File: config.mk
export PLATFORM = sky130hd
export DESIGN_NAME = elevator_call_scheduler
export DESIGN_NICKNAME = d
export VERILOG_FILES = /design/src/rtl/elevator_call_scheduler.sv
export SDC_FILE = /design/constraint.sdc
export NUM_CORES = 1
export LEC_CHECK = 0
export ABC_AREA = 1
export BUFFER_PORTS_ARGS = -buffer_cell sky130_fd_sc_hd__buf_2
export CAP_MARGIN = 20
export CORE_AREA = 2 2 101 103
export CTS_CLUSTER_SIZE = 12
export DETAILED_ROUTE_END_ITERATION = 16
export DIE_AREA = 0 0 103 105
export GPL_TIMING_DRIVEN = 0
export PLACE_DENSITY = 0.66
export SLEW_MARGIN = 20
export SYNTH_ARGS = -nofsm -noshare
export SYNTH_HDL_FRONTEND = slang
export SYNTH_SLANG_ARGS = --single-unit
File: constraint.sdc
create_clock -name clk -period 3.48 [get_ports clk]
set_input_delay 0.348 -clock clk [delete_from_list [all_inputs] [get_ports clk]]
set_output_delay 0.348 -clock clk [all_outputs]
set_load 0.05 [all_outputs]
File: src/rtl/elevator_call_scheduler.sv
// Pending-call register and SCAN scheduler for the elevator FSM.
// Also runs the door-open dwell timer at each served stop.
module elevator_call_scheduler #(
    parameter int unsigned NUM_FLOORS  = 10,
    parameter logic [31:0] DOOR_CYCLES = 32'd20000000
) (
    input  logic                  clk,
    input  logic                  rst_n,
    input  logic                  call_valid,
    input  logic [3:0]            call_floor,
    input  logic [3:0]            current_floor,
    input  logic                  car_idle,
    output logic [3:0]            target_floor,
    output logic                  dir_up,
    output logic                  door_open,
    output logic [NUM_FLOORS-1:0] pending
);

    localparam int unsigned FW = 4;
    localparam int unsigned PW = 16;
    localparam int unsigned CW = 32;

    localparam logic [1:0] ST_IDLE  = 2'd0;
    localparam logic [1:0] ST_SERVE = 2'd1;
    localparam logic [1:0] ST_DOOR  = 2'd2;

    logic [1:0]            state, state_n;
    logic [NUM_FLOORS-1:0] pending_n;
    logic [FW-1:0]         target_n;
    logic                  dir_n;
    logic                  door_n;
    logic [CW-1:0]         door_cnt, cnt_n;

    logic [PW-1:0]         pend_pad;
    logic [PW-1:0]         set_mask;
    logic [PW-1:0]         clr_mask;
    logic                  here_call;
    logic                  up_found, dn_found;
    logic [FW-1:0]         up_floor, dn_floor;

    // Nearest pending floor strictly above and strictly below the car
    always_comb begin
        pend_pad = PW'(pending);
        up_found = 1'b0;
        up_floor = '0;
        dn_found = 1'b0;
        dn_floor = '0;
        for (int i = int'(NUM_FLOORS) - 1; i >= 0; i--) begin
            if (pend_pad[i] && (FW'(i) > current_floor)) begin
                up_found = 1'b1;
                up_floor = FW'(i);
            end
        end
        for (int i = 0; i < int'(NUM_FLOORS); i++) begin
            if (pend_pad[i] && (FW'(i) < current_floor)) begin
                dn_found = 1'b1;
                dn_floor = FW'(i);
            end
        end
    end

    // Next-state, call capture and scheduling decisions
    always_comb begin
        state_n   = state;
        target_n  = target_floor;
        dir_n     = dir_up;
        door_n    = door_open;
        cnt_n     = door_cnt;
        clr_mask  = '0;
        here_call = call_valid && (call_floor == current_floor) &&
                    ((state == ST_DOOR) || ((state == ST_IDLE) && car_idle));
        set_mask  = (call_valid && !here_call &&
                     ({1'b0, call_floor} < 5'(NUM_FLOORS))) ?
                    (PW'(1) << call_floor) : '0;

        case (state)
            ST_IDLE: begin
                target_n = current_floor;
                if (here_call) begin
                    state_n = ST_DOOR;
                    door_n  = 1'b1;
                    cnt_n   = DOOR_CYCLES - CW'(1);
                end else if (|pending) begin
                    dir_n   = up_found;
                    state_n = ST_SERVE;
                end
            end
            ST_SERVE: begin
                if (pending == '0) begin
                    state_n  = ST_IDLE;
                    target_n = current_floor;
                end else if (car_idle && (current_floor == target_floor) &&
                             pend_pad[target_floor]) begin
                    clr_mask = PW'(1) << target_floor;
                    door_n   = 1'b1;
                    cnt_n    = DOOR_CYCLES - CW'(1);
                    target_n = current_floor;
                    state_n  = ST_DOOR;
                end else if (dir_up) begin
                    if (up_found) begin
                        target_n = up_floor;
                    end else if (dn_found) begin
                        dir_n    = 1'b0;
                        target_n = dn_floor;
                    end else begin
                        target_n = current_floor;
                    end
                end else begin
                    if (dn_found) begin
                        target_n = dn_floor;
                    end else if (up_found) begin
                        dir_n    = 1'b1;
                        target_n = up_floor;
                    end else begin
                        target_n = current_floor;
                    end
                end
            end
            ST_DOOR: begin
                target_n = current_floor;
                if (here_call) begin
                    cnt_n = DOOR_CYCLES - CW'(1);
                end else if (door_cnt == '0) begin
                    door_n  = 1'b0;
                    state_n = (|pending) ? ST_SERVE : ST_IDLE;
                end else begin
                    cnt_n = door_cnt - CW'(1);
                end
            end
            default: begin
                state_n = ST_IDLE;
                door_n  = 1'b0;
            end
        endcase

        // Clear wins over a same-cycle re-press of the floor being served
        pending_n = NUM_FLOORS'((pend_pad | set_mask) & ~clr_mask);
    end

    always_ff @(posedge clk or negedge rst_n) begin
        if (!rst_n) begin
            state        <= ST_IDLE;
            pending      <= '0;
            target_floor <= '0;
            dir_up       <= 1'b1;
            door_open    <= 1'b0;
            door_cnt     <= '0;
        end else begin
            state        <= state_n;
            pending      <= pending_n;
            target_floor <= target_n;
            dir_up       <= dir_n;
            door_open    <= door_n;
            door_cnt     <= cnt_n;
        end
    end

endmodule

Yosys cells after proc, flatten, opt, wreduce, memory -nomap -nowiden
Index checks and enable logic that the tools add are counted.

Add/subtract/negate cells: 1. $lt $le $gt $ge: 22. Equal/unequal tests: 15. Shifts and indexed selects: 2. Multiplexer cells: 83. Bitwise operators: 3. Reductions and logical operators: 41.

Operators with widths (count): 32-bit two-way mux (5); 4-bit two-way mux (25); 32-bit one-hot mux with 3 select lines (1); 10-bit two-way mux (4); 1-bit two-way mux (37); 32-bit logical NOT (1); 32-bit by 1-bit subtractor with 32-bit output, second input constant (1); 1-bit logical AND (27); 1-bit by 4-bit << shifter with 10-bit output, first input constant (2); 3-bit by 4-bit greater-than comparator with 1-bit output, first input constant (4); 3-bit by 4-bit < comparator with 1-bit output, first input constant (4); 5-bit AND reduction (3); 2-bit two-way mux (6); 2-bit != test, second input constant (6); 10-bit AND (1); 10-bit logical NOT (1); 10-bit NOT (1); 10-bit bitwise OR (1); 10-bit OR reduction (1); 4-bit == test (2); 1-bit by 4-bit greater-than comparator with 1-bit output, first input constant (2); 2-bit by 4-bit greater-than comparator with 1-bit output, first input constant (2); 4-bit greater-than comparator, first input constant (2); 1-bit by 4-bit < comparator with 1-bit output, first input constant (2); 21 further kinds (26).

Bits in registers: 50.

Depth between registers and ports, before layout
Gate-level depths: netlist (run 1).

Depth after elaboration: 18. Mapped depth: 16. Gate-level depth less buffers: 15.

Least setup slack after synthesis (run 1)
Ideal clock, no wire load.

Kind: reg2reg. Start: reg target_floor[1]. End: reg door_cnt[29]. Arrival: 2004 ps. Path slack: 1358 ps. Stages on the path, launching flop included: 16. Buffers on the path: 2. Clock period less this slack: 2122 ps. Path through: dfrtp_1 inv_2 nor2_1 a21oi_1 nand2_1 nand2_1 nand3_2 nand2_2 nand2_2 nand3_2 nand2_4 inv_4 buf_12 buf_12 nand2_1 o21ai_2.

Longest elaborated chain between the ends: 5. Elaborated cells on any way between the ends: 7.

RTL lines: start, declared (RTL line 13) `output logic [3:0] target_floor,`; start signal, assigned (RTL line 151) `target_floor <= target_n;`; 1-bit binary-select mux with 4-bit select / 4-bit == test (equally long branches) (RTL line 93, 92); 1-bit two-way mux (not written as such) / 1-bit logical AND (equally long branches) (RTL line 93, 92); 1-bit logical AND * (RTL line 92) `end else if (car_idle && (current_floor == target_floor) &&`; 2-bit != test (no source line) *; 5-bit AND reduction (no source line) *; end signal, assigned (RTL line 154) `door_cnt <= cnt_n;`; end, declared (RTL line 32) `logic [CW-1:0] door_cnt, cnt_n;`.

Every way passes the cells marked *; elsewhere a longest branch is shown, timed or not. The select of a mux whose other input is x is not followed. A chain may end at the register's enable or synchronous reset.

Worst setup path in the final report (run 1)
Start: reg door_cnt[0]. End: reg door_cnt[10].

Longest elaborated chain between the ends: 4. Elaborated cells on any way between the ends: 7.

RTL lines: 32-bit by 1-bit subtractor with 32-bit output (RTL line 127) `cnt_n = door_cnt - CW'(1);`; 32-bit two-way mux (RTL line 123) `end else if (door_cnt == '0) begin`; 32-bit two-way mux (RTL line 121) `if (here_call) begin`; 32-bit one-hot mux with 3 select lines (RTL line 76) `case (state)`.

Parallel ways exist; a longest one is shown, timed or not. The select of a mux whose other input is x is not followed.

==> results of run 1 <==
[state kept, by name, summed over array words and instances (netlist names)]
signal,count
target_floor,4
door_cnt,32
state,2
door_open,1
dir_up,1
pending,10
[power by group]
| part | leakage [nW] | total, mW | internal [mW] | switching [mW] |
|---|---|---|---|---|
| sequential | 0.583 | 0.923 | 0.732 | 0.191 |
| clock | 0.0483 | 0.360 | 0.142 | 0.217 |
| combinational | 1.35 | 1.74 | 0.560 | 1.18 |
[per-layer routing]
layer  wire length [um]  vias to the layer above  track usage (%)
met3                518                       17             2.74
met2               4540                       96             29.2
met4                194                        0             6.48
li1                   -                     1903                -
met5                  0                        -                0
met1               4990                     1740             29.4
[worst paths after layout]
kind / from / endpoint / slack (ps) / cells after the start
min in group clk: current_floor[0] / target_floor[0] / 450 / 3
max in group asynchronous: rst_n / pending[5] / 2980 / 1
min: rst_n / door_cnt[21] / 40 / 1
max: door_cnt[0] / door_cnt[10] / 1120 / 12
min reg2reg: door_open / door_open / 520 / 2
max reg2reg: door_cnt[0] / door_cnt[10] / 1120 / 12
[cell families after synthesis]
logic type / share of synthesized area [%]
AND/OR/NAND/NOR: 39.3
buffers and inverters: 9.46
AO/OA/AOI/OAI: 11.7
flip-flops: 33.0
XOR/XNOR: 6.23
adder cells (fa/ha/maj): 0.330
[layout by cell type, fill, tap and decap left out, types with 2 or more instances in the layout]
cell type	instances
nand2_2	14
nor3_1	24
o21ai_2	10
o21ai_0	25
buf_12	2
o22ai_1	7
nand3_1	43
o31ai_1	3
nor2_4	2
nand3b_1	3
xor2_1	17
buf_2	31
nand4_1	9
clkinv_2	2
a21oi_1	14
inv_4	2
clkbuf_8	5
clkbuf_1	3
nand3_2	2
buf_4	2
inv_2	7
inv_1	54
nor2_2	4
o21ai_1	8
nor2_1	73
dfrtp_1	49
xnor2_1	10
nand2_1	156
nor4_1	5
[stage by stage]
step	hold slack [ps]	utilization, %
final	44.4	43.3
after global routing	95.0	43.3
after CTS	80.0	43.3
after detailed placement	428	42.4
after global placement	508	42.4
after floorplan	52.4	-
[worst register-to-register path, cell delays in order (launching register included)]
cell and delay (ps):
dfrtp_1 370, inv_1 100, ha_1 300, nand2_2 140, nor2_2 170, nand2_1 80
nor3b_2 270, nand3_1 140, nand2_2 110, nand2_4 110, inv_4 80, buf_2 280
o21ai_1 110
[cell usage after synthesis (2+ instances only)]
master / instances / area, um2
a21oi_1: 14 / 70.1
buf_12: 2 / 40.0
buf_2: 8 / 40.0
clkbuf_1: 3 / 11.3
dfrtp_1: 49 / 1230
inv_1: 54 / 203
inv_2: 7 / 26.3
inv_4: 2 / 12.5
nand2_1: 156 / 586
nand2_2: 14 / 87.6
nand3_1: 43 / 215
nand3_2: 2 / 20.0
nand3b_1: 3 / 22.5
nand4_1: 9 / 56.3
nor2_1: 73 / 274
nor2_2: 4 / 25.0
nor2_4: 2 / 22.5
nor3_1: 24 / 120
nor4_1: 5 / 31.3
o21ai_0: 25 / 125
o21ai_1: 8 / 40.0
o21ai_2: 10 / 87.6
o22ai_1: 7 / 43.8
o31ai_1: 3 / 22.5
xnor2_1: 10 / 87.6
xor2_1: 17 / 149
[layout make-up]
type	count	area (um2)	area share, %
flip-flops and latches	50	1250	30.0
multi-input cells	440	2180	52.4
well taps	133	166	3.99
clock buffers	5	68.8	1.65
repair buffers	24	123	2.94
clock inverters	3	18.8	0.450
plain buffers	15	114	2.73
inverters	64	245	5.88
==> metrics.md, run 1 <==
| Metric | Value |
|---|---|
| Status | `finished, final reports clean` |
| EDFF count, synth | `0` |
| Syn Nets | `582` |
| LEAKAGE | `1.98 nW` |
| Routability Congestion | `0.947` |
| HPWL Detailed | `7980 um` |
| Die Area | `approximately 0.011 mm2` |
| Vias in the first global route | `3489` |
| Nets | `613` |
| Max Fanout on Critical Path | `10` |
| # IOs | `28` |
| Post-synth ARST share | `100%` |
| Dpl cells | `726` |
| Global router's overall resource usage | `19.7%` |
| Post-synthesis cell type count | `41` |
| Worst setup SP type | `flop` |
| Tightest Hold Check Type | `input pin to async pin` |
| Htree depth | `2` |
| Syn-to-layout area delta | `9.92%` |
| Routed Antenna Nets | `0` |
| WL per Instance | `between 10 and 15 um` |
| Grt ovf | `0` |
| Worst skew pair latency | `330 ps` |
| Worst vdd ir | `~0.27 mV` |
| Avg Cell Area, Syn | `6.67 um2` |
| Routed vias/inst | `roughly 5` |
| CP bufs+invs | `3` |
| CTS buffer count | `5` |
| RSZ-0062 raised after global routing | `false` |
| # DRC | `0` |
| Measured slew at the worst slew-check pin | `663 ps` |
| Setup_tns | `0 ps` |
| Most used DFF post-synth | `dfrtp_1` |
| Longest Clk Path Bufs | `2` |
| Die width | `roughly 100 um` |
| Share of cells above drive strength 1 | `around 15%` |
| Global-route wire length before repair | `16900 um` |
| Root Buffer | `clkbuf_8` |
| Core region area | `between 0.009 and 0.01 mm2` |
| Place WS | `1120 ps` |
| Die height | `roughly 110 um` |
| Resized cells post-CTS | `0` |
| ANT cells | `0` |
| CP top delay family | `simple AND/OR/NAND/NOR gates` |
| Worst slew margin | `between 50% and 60%` |
| CP max stage delay | `370 ps` |
| Overall Power | `3.02 mW` |
| Worst path cell trace | `inv_1, ha_1, nand2_2, nor2_2, nand2_1, nor3b_2, nand3_1, nand2_2, nand2_4, inv_4, buf_2, o21ai_1` |
| Post-synthesis sequential area ratio | `33.0%` |
| TritonCTS clock tree | `yes` |
| Post-synthesis register bit count | `50` |
| Final hold viol count | `0` |
| IO buf count | `24` |
| Worst path arrival time | `2580 ps` |
| Pwr/cell area | `725 mW/mm2` |
| Initial antenna violation count | `0` |
| Largest net degree at the start of global routing | `51` |
| Final WL | `10200 um` |
| DP Area | `around 0.0041 mm2` |
| Req. time, crit path | `3690 ps` |
| Syn Inst Count | `569` |
| Fmax | `roughly 420 MHz` |
| Routed vias | `3756` |
| Yosys warns | `0` |
| Crit. End Element | `flop` |
| Setup ws final | `1120 ps` |
| Initial Util | `39.4%` |
| Max-slew violations | `0` |
| FILL cells | `between 1000 and 1500` |
| # hold bufs at CTS | `0` |
| Fin crit share | `67.9%` |
| DRT Pass-1 Iters | `5` |
| Row count | `36` |
| Clk_skew | `19.8 ps` |
| Finish-stage setup viols | `0` |
| Clk sinks | `50` |
| Final Cell Area | `0.00417 mm2` |
| Clock slew at reported path FFs | `110 ps` |
| Max-Cap Viols | `0` |
| CP max stage cell | `dfrtp_1` |
| Setup Fix Bufs, Post-CTS | `0` |
| DR iter-0 viols | `287` |
| CP dominant cell by count | `nand2_2` |
| Post-synth design cell area | `0.00380 mm2` |
| Crit path time final | `2360 ps` |
| Fin cells | `734` |
| Crit path kind | `flop to flop` |
Power figures use the tool's default switching activity.
==> run 2: changes to the inputs <==
Settings changed: PLACE_DENSITY 0.66 to 0.68.
Clock period 3.48 ns to 2.05 ns, I/O delays scaled along.
==> metrics.md, run 2 (synthesis gave the netlist of run 1 again) <==
| Metric | Value |
|---|---|
| Int Pwr | `3.21 mW` |
| Vias in the first global route | `about 3700` |
| LEAKAGE | `between 2 and 2.5 nW` |
| Max-slew violations | `0` |
| Clock slew at reported path FFs | `100 ps` |
| Commonest non-fill, non-tap cells in the layout | `nand2_1, nor2_1, inv_1, nand3_1, dfrtp_1` |
| CP top delay family | `simple AND/OR/NAND/NOR gates` |
| Grt ovf | `0` |
| IO buf count | `24` |
| Max-Cap Viols | `0` |
| Place WS | `-335 ps` |
| Htree depth | `2` |
| Worst path arrival time | `~2300 ps` |
| ANT cells | `0` |
| Crit. End Element | `flop` |
| Clk_skew | `21.1 ps` |
| Tightest Hold Check Type | `input pin to flop` |
| Measured slew at the worst slew-check pin | `684 ps` |
| Routed Antenna Nets | `0` |
| DRT Pass-1 Iters | `5` |
| Crit path kind | `flop to flop` |
| # IOs | `28` |
| Final Util | `50.0%` |
| TritonCTS clock tree | `yes` |
| CP max stage delay | `500 ps` |
| Worst Hold Launch | `current_floor[0]` |
| Final Cell Area | `0.00482 mm2` |
| # DRC | `0` |
| Die Area | `0.0108 mm2` |
| Reg2Reg Setup Slack | `-0.01 ps` |
| Worst vdd ir | `between 0.6 and 0.7 mV` |
| Pwr/cell area | `~1300 mW/mm2` |
| Fmax | `488 MHz` |
| Row count | `36` |
| Core region area | `0.00964 mm2` |
| RSZ-0062 raised after global routing | `true` |
| HPWL Detailed | `7910 um` |
| Clk network pwr share | `10.4%` |
| Max Fanout on Critical Path | `7` |
| CTS buffer count | `5` |
| Global-route wire length before repair | `18000 um` |
| Largest net degree at the start of global routing | `51` |
| DP Area | `0.00409 mm2` |
| Final WL | `11500 um` |
| CP max stage cell | `dfrtp_2` |
| Reg2Reg Launch Point | `target_floor[0]` |
| Sw power | `3.25 mW` |
| Logic pwr share | `about 65%` |
| Worst slew margin | `54.4%` |
| Final hold viol count | `0` |
| Worst path cell trace | `buf_4, nor2_4, a21oi_1, nand2_1, nand2_1, nand3_2, nand2_4, nand2_4, nand3_4, nand2_8, inv_4, buf_12, clkbuf_16, nand2_4, o21ai_2` |
| DR iter-0 viols | `about 380` |
| Req. time, crit path | `between 2000 and 2500 ps` |
| Root Buffer | `clkbuf_8` |
| Worst r2r path cells | `15` |
| Overall Power | `6.45 mW` |
| Largest registers | `door_cnt x32, pending x10, target_floor x4` |
| Syn-to-layout area delta | `26.9%` |
| CP dominant cell by count | `nand2_4` |
| Die height | `105 um` |
| Die width | `103 um` |
| Most common cell after layout, fill and taps aside | `nand2_1` |
| Longest Clk Path Bufs | `2` |
| CP bufs+invs | `4` |
| Flop pwr share | `24.5%` |
| WL per Instance | `~15 um` |
| Initial Util | `39.4%` |
| Routed vias | `4050` |
| Global router's overall resource usage | `20.7%` |
| Worst skew pair latency | `320 ps` |
| Worst reg2reg path endpoint | `door_cnt[16]` |
| Max reg flops | `32` |
| Hold path cells | `3` |
| Worst setup SP type | `flop` |
| Status | `complete, but fails checks` |
| WHS Endpoint | `target_floor[0]` |
| Routed vias/inst | `5.28` |
| Finish-stage setup viols | `1` |
| Clk sinks | `50` |
| Initial antenna violation count | `0` |
| Nets | `646` |
| Routability Congestion | `0.929` |
| Reg with most FFs | `door_cnt` |
| Failing checks | `negative setup slack` |
| Crit path time final | `2050 ps` |
| Setup ws final | `-0.0129 ps` |
| Hold slack | `289 ps` |
| Sw Ratio | `50.3%` |
| Fin crit share | `100%` |
| Share of cells above drive strength 1 | `roughly 27%` |
==> run 2: cell count changes in the layout (fill, tap and decap cells not counted), moves of 5 or more <==
cell and change:
buf_4 +27, dfrtp_2 +8, nor2_1 -12, nor2_4 +7
dfrtp_1 -8, nor2_2 +5, nand2_1 -20, nand2_4 +17
==> run 2: power groups by stage <==
stage	clock (mW)	combinational [mW]	sequential (mW)
CTS	0.694	3.22	1.55
global route	0.729	4.52	1.61
detailed placement	0	2.94	1.58
global placement	0	2.90	1.58
floorplan	0	1.99	1.80
finish	0.673	4.20	1.58
==> run 2: final cells by class <==
cell class                      instances  area [um2]
Fill cell                             982        4820
Clock buffer                            7        96.3
Clock inverter                          1        8.76
Timing Repair Buffer                   57         439
Tap cell                              133         166
Multi-Input combinational cell        440        2470
Sequential cell                        50        1260
Buffer                                 15         126
Inverter                               64         248
==> run 2: how the worst max path moves through the flow <==
stage	start	to	slack, ps	cells past startpoint
after CTS	door_cnt[1]	door_cnt[28]	-3	14
after global placement	door_cnt[0]	door_cnt[5]	-300	12
after detailed placement	door_cnt[0]	door_cnt[8]	-340	12
final	target_floor[0]	door_cnt[16]	-0.01	15
after global routing	door_cnt[25]	door_cnt[2]	-60	10
after floorplan	pending[9]	door_cnt[29]	50	13
==> run 2: what timing repair did <==
| item | CTS | global route |
|---|---|---|
| pin swaps | 6 | 23 |
| setup buffers | 9 | 21 |
| endpoints found under the hold margin | 49 | 0 |
| cloned | 0 | 2 |
| hold buffers | 1 | 0 |
| gates resized for setup | 19 | 76 |
| endpoints found under the setup margin | 34 | 43 |
==> run 2: worst reg2reg max path, delay by kind of cell, from the launching register on <==
kind | cells | cell delay [ps]
AO/OA/AOI/OAI | 2 | 120
flip-flops | 1 | 500
buffers and inverters | 4 | 520
AND/OR/NAND/NOR | 9 | 790
==> run 2: metal layers <==
metal	routed length [um]	vias up	global-route usage [%]	part of all wire [%]
li1	-	1972	-	-
met1	5270	1902	30.3	46
met2	5360	150	32.0	47
met3	665	26	2.88	5.8
met4	201	0	5.08	1.7
met5	0	-	0	0
==> run 2: stage by stage <==
| step | setup TNS (ps) | std cells |
|---|---|---|
| after global routing | -1070 | 767 |
| final | -0.0129 | 767 |
| after detailed placement | -8230 | 726 |
| after CTS | -4.45 | 744 |
| after floorplan | 0 | 569 |
| after global placement | -7840 | 726 |
==> run 3: changes to the inputs <==
Settings changed: PLACE_DENSITY 0.68 to 0.66.
Clock period 2.05 ns to 2.2 ns, I/O delays scaled along.
==> metrics.md, run 3 (synthesis gave the netlist of run 1 again) <==
| Metric | Value |
|---|---|
| Max Fanout on Critical Path | `10` |
| DRT Pass-1 Iters | `5` |
| Die width | `103 um` |
| Initial antenna violation count | `0` |
| Routability Congestion | `0.947` |
| Measured slew at the worst slew-check pin | `669 ps` |
| Req. time, crit path | `2460 ps` |
| Max-Cap Viols | `0` |
| Grt ovf | `0` |
| Htree depth | `2` |
| Global router's overall resource usage | `19.8%` |
| Clk network pwr share | `11.6%` |
| Max-slew violations | `0` |
| Worst vdd ir | `around 0.44 mV` |
| Worst skew pair latency | `around 330 ps` |
| Finish-stage setup viols | `0` |
| Setup ws final | `122 ps` |
| Pwr/cell area | `1150 mW/mm2` |
| Status | `finished, final reports clean` |
| Worst slew margin | `55.0%` |
| Worst path cell trace | `nor2_1, nand2_2, nor2_4, nand2_1, nor3b_2, nand3_1, nand2_2, nand2_4, inv_4, buf_12, buf_8, nand2_1, nand2_1` |
| CTS buffer count | `5` |
| LEAKAGE | `2.00 nW` |
| Reg with most FFs | `door_cnt` |
| Tightest Hold Check Type | `input pin to flop` |
| Global-route wire length before repair | `17000 um` |
| Root Buffer | `clkbuf_8` |
| CP dominant cell by count | `nand2_1` |
| Die Area | `0.0108 mm2` |
| Final WL | `10400 um` |
| Routed Antenna Nets | `0` |
| Overall Power | `4.88 mW` |
| Sw power | `2.55 mW` |
| Largest registers | `door_cnt x32, pending x10, target_floor x4` |
| TritonCTS clock tree | `yes` |
| Sw Ratio | `52.2%` |
| Worst path arrival time | `2340 ps` |
| Routed vias/inst | `5.17` |
| Int Pwr | `2.33 mW` |
| Final Util | `44.2%` |
| Initial Util | `about two fifths` |
| Most common cell after layout, fill and taps aside | `nand2_1` |
| Row count | `36` |
| WL per Instance | `~14 um` |
| DR iter-0 viols | `207` |
| Clk_skew | `17.0 ps` |
| Vias in the first global route | `3511` |
| # IOs | `28` |
| CP max stage delay | `450 ps` |
| Share of cells above drive strength 1 | `18.0%` |
| Core region area | `0.00964 mm2` |
| Commonest non-fill, non-tap cells in the layout | `nand2_1, nor2_1, inv_1, dfrtp_1, nand3_1` |
| Worst setup SP type | `flop` |
| Syn-to-layout area delta | `12.1%` |
| CP top delay family | `simple AND/OR/NAND/NOR gates` |
| CP bufs+invs | `3` |
| Setup_tns | `0 ps` |
| # DRC | `0` |
| Crit. End Element | `flop` |
| Largest net degree at the start of global routing | `51` |
| Flop pwr share | `30.1%` |
| Crit path time final | `2080 ps` |
| Final hold viol count | `0` |
| Fin crit share | `94.4%` |
| Fmax | `481 MHz` |
| Longest Clk Path Bufs | `2` |
| Logic pwr share | `between 50% and 60%` |
| Place WS | `-159 ps` |
| Max reg flops | `32` |
| Crit path kind | `flop to flop` |
| HPWL Detailed | `7980 um` |
| Clk sinks | `50` |
| Routed vias | `3813` |
| Clock slew at reported path FFs | `100 ps` |
| Die height | `105 um` |
| CP max stage cell | `dfrtp_2` |
| Nets | `617` |
| ANT cells | `0` |
| IO buf count | `24` |
[run 3: metrics by stage]
step / hold slack (ps) / cells / instance area [um2]
3_5_place_dp: 300 / 726 / 4090
2_1_floorplan: -75.6 / 569 / 3800
6_report: 320 / 738 / 4260
5_1_grt: 359 / 738 / 4260
3_3_place_gp: 505 / 726 / 4080
4_1_cts: 319 / 736 / 4210
[run 3: path summary, 6_finish.rpt]
path	from	endpoint	slack (ps)	cells past startpoint
worst min-delay path	current_floor[0]	target_floor[0]	320	3
worst max-delay path	door_cnt[4]	door_cnt[19]	120	13
min in group asynchronous	rst_n	door_cnt[21]	460	2
worst max register to register	door_cnt[4]	door_cnt[19]	120	13
max in group asynchronous	rst_n	target_floor[0]	1240	2
worst min register to register	door_open	door_open	530	2
[run 3: area by class of cell]
type	count	area [um2]
inverters	64	245
repair buffers	28	155
fillers	1032	5380
well taps	133	166
multi-input cells	440	2230
clock buffers	5	68.8
flip-flops and latches	50	1260
plain buffers	15	116
clock inverters	3	18.8
[run 3: worst min-delay path: stages]
cell and delay, ps:
buf_2 160, a21oi_1 150, a21oi_1 70
[run 3: repair_timing]
| action | 4_1_cts | 5_1_grt |
|---|---|---|
| pin swaps | 1 | 2 |
| hold buffers | 1 | 0 |
| endpoints found under the setup margin | 30 | 35 |
| endpoints found under the hold margin | 49 | 0 |
| cloned | 0 | 0 |
| buffers inserted | 1 | 2 |
| resized for setup | 4 | 16 |
[run 3: metal layers]
metal | global-route usage (%) | share of wire, %
met2 | 29.5 | 44
met1 | 29.4 | 49
met3 | 2.61 | 5.2
met5 | 0 | 0
met4 | 6.39 | 2.0
[run 3: power groups by stage]
stage               logic [mW]  registers (mW)  clock network (mW)
floorplan                 1.86            1.68                   0
global placement          2.70            1.46                   0
detailed placement        2.74            1.47                   0
CTS                       2.79            1.46               0.582
global route              3.17            1.51               0.620
finish                    2.84            1.47               0.568
